### src/rtl/vga_bounce_sprite_if.sv
// Scan-to-video bus for the bouncing-sprite pixel stage.
//   sx, sy, de_in, hsync_in, vsync_in : scan position, data enable and syncs (syncs active-low)
//   video_r/g/b, video_h_sync/v_sync  : RGB565 colour and the realigned syncs
// The master drives the scan side and receives video. The slave is the pixel stage.
interface vga_bounce_sprite_if;
  logic [9:0] sx;
  logic [9:0] sy;
  logic       de_in;
  logic       hsync_in;
  logic       vsync_in;
  logic [4:0] video_r;
  logic [5:0] video_g;
  logic [4:0] video_b;
  logic       video_h_sync;
  logic       video_v_sync;

  modport master (
    output sx, sy, de_in, hsync_in, vsync_in,
    input  video_r, video_g, video_b, video_h_sync, video_v_sync
  );

  modport slave (
    input  sx, sy, de_in, hsync_in, vsync_in,
    output video_r, video_g, video_b, video_h_sync, video_v_sync
  );
endinterface

### src/rtl/vga_bounce_sprite.sv
// Pixel generation: a solid sprite on a flat background. The sprite bounces off the screen
// edges and moves once per frame, in vertical blanking only.
//   clk_pix    : pixel clock
//   rst_pix    : synchronous active-high reset
//   enable     : 1 = sprite moves at each frame event, 0 = position frozen
//   vif        : scan inputs in, RGB565 and syncs out (2-cycle latency for all of them)
//   frame_tick : one-cycle pulse after the frame event (sx==0, sy==V_RES)
module vga_bounce_sprite #(
  parameter int unsigned H_RES     = 640,
  parameter int unsigned V_RES     = 480,
  parameter int unsigned SPR_W     = 32,
  parameter int unsigned SPR_H     = 32,
  parameter int unsigned STEP      = 1,
  parameter logic [15:0] BG_COLOR  = 16'h0000,
  parameter logic [15:0] SPR_COLOR = 16'hF800
) (
  input  logic                clk_pix,
  input  logic                rst_pix,
  input  logic                enable,
  vga_bounce_sprite_if.slave  vif,
  output logic                frame_tick
);

  localparam int unsigned LIM_X = H_RES - SPR_W;
  localparam int unsigned LIM_Y = V_RES - SPR_H;

  logic [9:0]  x_pos, y_pos;
  logic        dir_x, dir_y;          // 1 = moving towards 0
  logic [9:0]  nx, ny;
  logic        ndx, ndy;
  logic        fev, hit;
  logic        hit1, de1, hs1, vs1;
  logic [15:0] rgb;
  logic        hs2, vs2;

  // First pixel of the first blanking line; the only point where the sprite may move.
  assign fev = (vif.sx == 10'd0) && (vif.sy == 10'(V_RES));

  // Next position on each axis, clamped at the edges with a direction flip.
  always_comb begin
    nx  = x_pos;
    ndx = dir_x;
    ny  = y_pos;
    ndy = dir_y;
    if (!dir_x) begin
      if ((11'(x_pos) + 11'(STEP)) >= 11'(LIM_X)) begin
        nx  = 10'(LIM_X);
        ndx = 1'b1;
      end else begin
        nx = x_pos + 10'(STEP);
      end
    end else if (11'(x_pos) <= 11'(STEP)) begin
      nx  = 10'd0;
      ndx = 1'b0;
    end else begin
      nx = x_pos - 10'(STEP);
    end
    if (!dir_y) begin
      if ((11'(y_pos) + 11'(STEP)) >= 11'(LIM_Y)) begin
        ny  = 10'(LIM_Y);
        ndy = 1'b1;
      end else begin
        ny = y_pos + 10'(STEP);
      end
    end else if (11'(y_pos) <= 11'(STEP)) begin
      ny  = 10'd0;
      ndy = 1'b0;
    end else begin
      ny = y_pos - 10'(STEP);
    end
  end

  // Sprite bounds compared at 11 bits so that x_pos+SPR_W cannot wrap.
  assign hit = (11'(vif.sx) >= 11'(x_pos)) && (11'(vif.sx) < (11'(x_pos) + 11'(SPR_W))) &&
               (11'(vif.sy) >= 11'(y_pos)) && (11'(vif.sy) < (11'(y_pos) + 11'(SPR_H)));

  // Position state, frame tick and the two pipeline stages.
  always_ff @(posedge clk_pix) begin
    if (rst_pix) begin
      x_pos      <= '0;
      y_pos      <= '0;
      dir_x      <= 1'b0;
      dir_y      <= 1'b0;
      frame_tick <= 1'b0;
      hit1       <= 1'b0;
      de1        <= 1'b0;
      hs1        <= 1'b1;
      vs1        <= 1'b1;
      rgb        <= '0;
      hs2        <= 1'b1;
      vs2        <= 1'b1;
    end else begin
      frame_tick <= fev;
      if (fev && enable) begin
        x_pos <= nx;
        dir_x <= ndx;
        y_pos <= ny;
        dir_y <= ndy;
      end
      hit1 <= hit;
      de1  <= vif.de_in;
      hs1  <= vif.hsync_in;
      vs1  <= vif.vsync_in;
      rgb  <= de1 ? (hit1 ? SPR_COLOR : BG_COLOR) : 16'h0000;
      hs2  <= hs1;
      vs2  <= vs1;
    end
  end

  assign vif.video_r      = rgb[15:11];
  assign vif.video_g      = rgb[10:5];
  assign vif.video_b      = rgb[4:0];
  assign vif.video_h_sync = hs2;
  assign vif.video_v_sync = vs2;

endmodule
### src/flat_wrapper.sv
// flat-port wrapper written by rule: the top's interface ports become plain ports
module vga_bounce_sprite_flat 
#(
  parameter int unsigned H_RES     = 640,
  parameter int unsigned V_RES     = 480,
  parameter int unsigned SPR_W     = 32,
  parameter int unsigned SPR_H     = 32,
  parameter int unsigned STEP      = 1,
  parameter logic [15:0] BG_COLOR  = 16'h0000,
  parameter logic [15:0] SPR_COLOR = 16'hF800
)
  (clk_pix, rst_pix, enable, frame_tick, vif_sx, vif_sy, vif_de_in, vif_hsync_in, vif_vsync_in, vif_video_r, vif_video_g, vif_video_b, vif_video_h_sync, vif_video_v_sync);
  vga_bounce_sprite_if vif_i ();
  input  logic clk_pix;
  input  logic rst_pix;
  input  logic enable;
  output logic frame_tick;
  input wire logic [$bits(vif_i.sx)-1:0] vif_sx;
  input wire logic [$bits(vif_i.sy)-1:0] vif_sy;
  input wire logic [$bits(vif_i.de_in)-1:0] vif_de_in;
  input wire logic [$bits(vif_i.hsync_in)-1:0] vif_hsync_in;
  input wire logic [$bits(vif_i.vsync_in)-1:0] vif_vsync_in;
  output wire logic [$bits(vif_i.video_r)-1:0] vif_video_r;
  output wire logic [$bits(vif_i.video_g)-1:0] vif_video_g;
  output wire logic [$bits(vif_i.video_b)-1:0] vif_video_b;
  output wire logic [$bits(vif_i.video_h_sync)-1:0] vif_video_h_sync;
  output wire logic [$bits(vif_i.video_v_sync)-1:0] vif_video_v_sync;
  assign vif_i.sx = vif_sx;
  assign vif_i.sy = vif_sy;
  assign vif_i.de_in = vif_de_in;
  assign vif_i.hsync_in = vif_hsync_in;
  assign vif_i.vsync_in = vif_vsync_in;
  assign vif_video_r = vif_i.video_r;
  assign vif_video_g = vif_i.video_g;
  assign vif_video_b = vif_i.video_b;
  assign vif_video_h_sync = vif_i.video_h_sync;
  assign vif_video_v_sync = vif_i.video_v_sync;
  vga_bounce_sprite #(.H_RES(H_RES), .V_RES(V_RES), .SPR_W(SPR_W), .SPR_H(SPR_H), .STEP(STEP), .BG_COLOR(BG_COLOR), .SPR_COLOR(SPR_COLOR)) u_core (.clk_pix(clk_pix), .rst_pix(rst_pix), .enable(enable), .vif(vif_i), .frame_tick(frame_tick));
endmodule
### config.mk
export PLATFORM = sky130hd
export DESIGN_NAME = vga_bounce_sprite_flat
export DESIGN_NICKNAME = d
export VERILOG_FILES = /design/src/rtl/vga_bounce_sprite_if.sv /design/src/rtl/vga_bounce_sprite.sv /design/src/flat_wrapper.sv
export SDC_FILE = /design/constraint.sdc
export NUM_CORES = 1
export LEC_CHECK = 0
export CAP_MARGIN = 20
export CORE_ASPECT_RATIO = 0.6
export CORE_MARGIN = 5
export CORE_UTILIZATION = 56
export CTS_CLUSTER_DIAMETER = 200
export DETAILED_ROUTE_END_ITERATION = 7
export PLACE_DENSITY = 0.82
export SETUP_SLACK_MARGIN = 0.3
export SLEW_MARGIN = 10
export SYNTH_ARGS = -nofsm -noshare
export SYNTH_HDL_FRONTEND = slang
export SYNTH_SLANG_ARGS = --single-unit
### constraint.sdc
create_clock -name clk_pix -period 2.73 [get_ports clk_pix]
set_clock_uncertainty 0.05 [all_clocks]
set_input_delay 0.819 -clock clk_pix [delete_from_list [all_inputs] [get_ports clk_pix]]
set_output_delay 0.819 -clock clk_pix [all_outputs]
set_load 0.02 [all_outputs]
==> impl_metrics.ini <==
[global_routing]
overflow = 0
grt_usage = 0.274
grt_pass1_vias = 3203
antenna_found_initial = 0
grt_max_degree = 30
grt_pass1_wl_mm = 15.8

[cells_and_area]
design_area_um2 = 4050
finalNetCount = 533
drive_above_1_share = 0.253
n_fill_cell = 407
syn_to_final_growth_pct = 29.1
diodes = 0

[yosys]
synth_most_common_cell = ha_1
ys_types = 69
synth.area.top_cells = dfxtp_1, ha_1, a21oi_1
synth_edf_count = 0
yosysTopAreaCell = dfxtp_1
synth_seq_cells = 30
synth_seq_area_share = 0.192
synthCells = 410
netlist_area_um2 = 3140
ys.flop_type = dfxtp_1
avgSynthCellArea_um2 = 7.65
yosys_warnings = 0
yosysTopAreaCellShare = 0.192
netlist_top_cells_count = ha_1, dfxtp_1, inv_1, nor2_1, nand2_1
async_reset_ff_frac = 0

[routing]
route.detailed.drc = 0
drt_iter0_markers = 335
vias = 3374
totalWireLength_mm = 9.79
dr.pass1.iters = 5
wl_per_cell_um = 18.3
viasPerCell = 6.29
ant_nets = 0

[floorplan]
die_h_um = 68.0
fp.dieW_um = 107
io_pins = 45
core-area_um2 = 5490
die_area_um2 = 7240
initial_core_util = 0.571
core.rowCount = 21

[power_and_ir_drop]
power.share.sequential = 0.431
switching_share = 0.302
p_int_mw = 0.726
combPwrFrac = 0.228
p_switching_mw = 0.315
vdd_ir_drop_max_v = 0.000213
pwr-share-clk = 0.340
p_per_area_nw_per_um2 = 257
leakage_nw = 1.58

[critical_path]
crit_path_end_kind = register
path_class = input port to register
cp.required_ns = 2.92
arrival_ns = 2.61
critPathLaunchType = input port
critical_path.max_fanout = 2

[clock_tree]
h-tree-depth = 2
hold_buffers = 0
cts.path.max_buffers = 2
cts_sinks = 30
cts_tree = built
numCtsBuffers = 5
clk_latency_ns = 0.29
root_buffer = clkbuf_8
clkSlewWorstSetupHoldPaths_ns = 0.07

[sta]
fmaxAchievable_ghz = 0.413
hold_violations = 0
rsz0062_at_grt = true
drv_slew = 0
worst_pin_slew_ns = 0.591
maxSlewHeadroom = 0.605
min_period_over_period = 0.886
fin_crit_ns = 2.42
setup_viol = 0
tns_ns = 0

[placed_design]
gp_routability_congestion = 0.999
port_buffers = 33
dpl.hpwl_mm = 7.31
dpl_cell_area_um2 = 3670

[run_status]
outcome = complete, no violations

[hold_path]
hp-class = register to register

[flow_run]
cap_violations = 0
## metrics by stage
| step | worst slack [ns] | power (mW) | utilization | hold slack (ns) | std cells |
|---|---|---|---|---|---|
| final | 0.311 | 1.04 | 0.737 | 0.364 | 536 |
| after global placement | -0.322 | 0.661 | 0.669 | 0.341 | 524 |
| after CTS | 0.300 | 1.02 | 0.706 | 0.361 | 534 |
| after detailed placement | -0.368 | 0.668 | 0.669 | 0.343 | 524 |
| after global routing | 0.201 | 1.09 | 0.737 | 0.382 | 536 |
| after floorplan | 0.329 | 0.589 | - | 0.339 | 420 |
## layout by cell type (no fill, tap or decap), drive strengths merged, types with 6 or more instances in the layout
cell type      netlist  layout
nor3                11      11
ha                  40      40
nand3               17      17
clkdlybuf4s50        0      13
o21ai               21      21
dlygate4sd2          0       9
dlymetal6s2s         0       6
a21oi               25      25
a211oi               8       8
nand2               29      29
nor2                30      30
buf                 22      46
and3                 6       6
inv                 31      31
nor2b                6       6
nor4                12      12
o21a                 7       7
conb                 1      11
dfxtp               30      30
xnor2               12      12
nand4                8       8
clkbuf              16       6
## layer usage
layer | track usage | share of wire | vias to the layer above
met5 | 0 | 0 | -
met3 | 0.0763 | 0.12 | 18
met1 | 0.388 | 0.46 | 1529
met4 | 0.0734 | 0.014 | 0
met2 | 0.408 | 0.41 | 226
li1 | - | - | 1601
## worst max-delay path: stages
cell and delay (ns):
dlygate4sd2_1 0.27, ha_1 0.31, a211o_1 0.28, o221ai_1 0.21
a21oi_2 0.07, o31a_1 0.30, o22ai_2 0.13, and4_1 0.21
## power by group through the flow
stage                     clock, mW  sequential, mW  combinational, mW
after detailed placement          0           0.460              0.207
after global placement            0           0.460              0.201
final                         0.354           0.449              0.237
after global routing          0.384           0.449              0.257
after floorplan                   0           0.457              0.132
after CTS                     0.349           0.450              0.217
## sequential cells by signal, indices dropped and copies added (netlist names)
register / flops
u_core.de1: 1
u_core.dir_x: 1
u_core.dir_y: 1
u_core.frame_tick: 1
u_core.hit1: 1
u_core.hs1: 1
u_core.rgb: 1
u_core.vif.video_h_sync: 1
u_core.vif.video_v_sync: 1
u_core.vs1: 1
u_core.x_pos: 10
u_core.y_pos: 10
## layout make-up
cell class | instances | area, um^2 | area share
inverter | 32 | 120 | 0.0297
tap | 69 | 86.3 | 0.0213
sequential | 30 | 612 | 0.151
clock inverter | 2 | 10.0 | 0.00247
multi-input combinational | 320 | 2480 | 0.612
timing repair buffer | 78 | 673 | 0.166
clock buffer | 5 | 68.8 | 0.0170
## repair_timing
action,4_1_cts,5_1_grt
endpoints found under the setup margin,23,20
resized for setup,47,40
pin swaps,22,19
buffers inserted,3,2
## cells by family after synthesis
group                      after synthesis  synth area share
muxes                                    5            0.0168
DFF                                     30             0.192
buffers and inverters                   70             0.108
other                                    1           0.00120
AOI/OAI and AO/OA                      109             0.249
xor gates and xnor gates                12            0.0335
adders and majority gates               40             0.160
and+or+nand+nor                        143             0.241
## worst paths after layout
kind | startpoint | slack [ns] | end | depth (start not counted)
min | u_core.hs1 | 0.36 | u_core.vif.video_h_sync | 1
min reg2reg | u_core.hs1 | 0.36 | u_core.vif.video_h_sync | 1
max reg2reg | u_core.y_pos[1] | 0.33 | u_core.y_pos[3] | 10
max | vif_sy[6] | 0.31 | u_core.hit1 | 8
(Power assumes the default switching activity.)
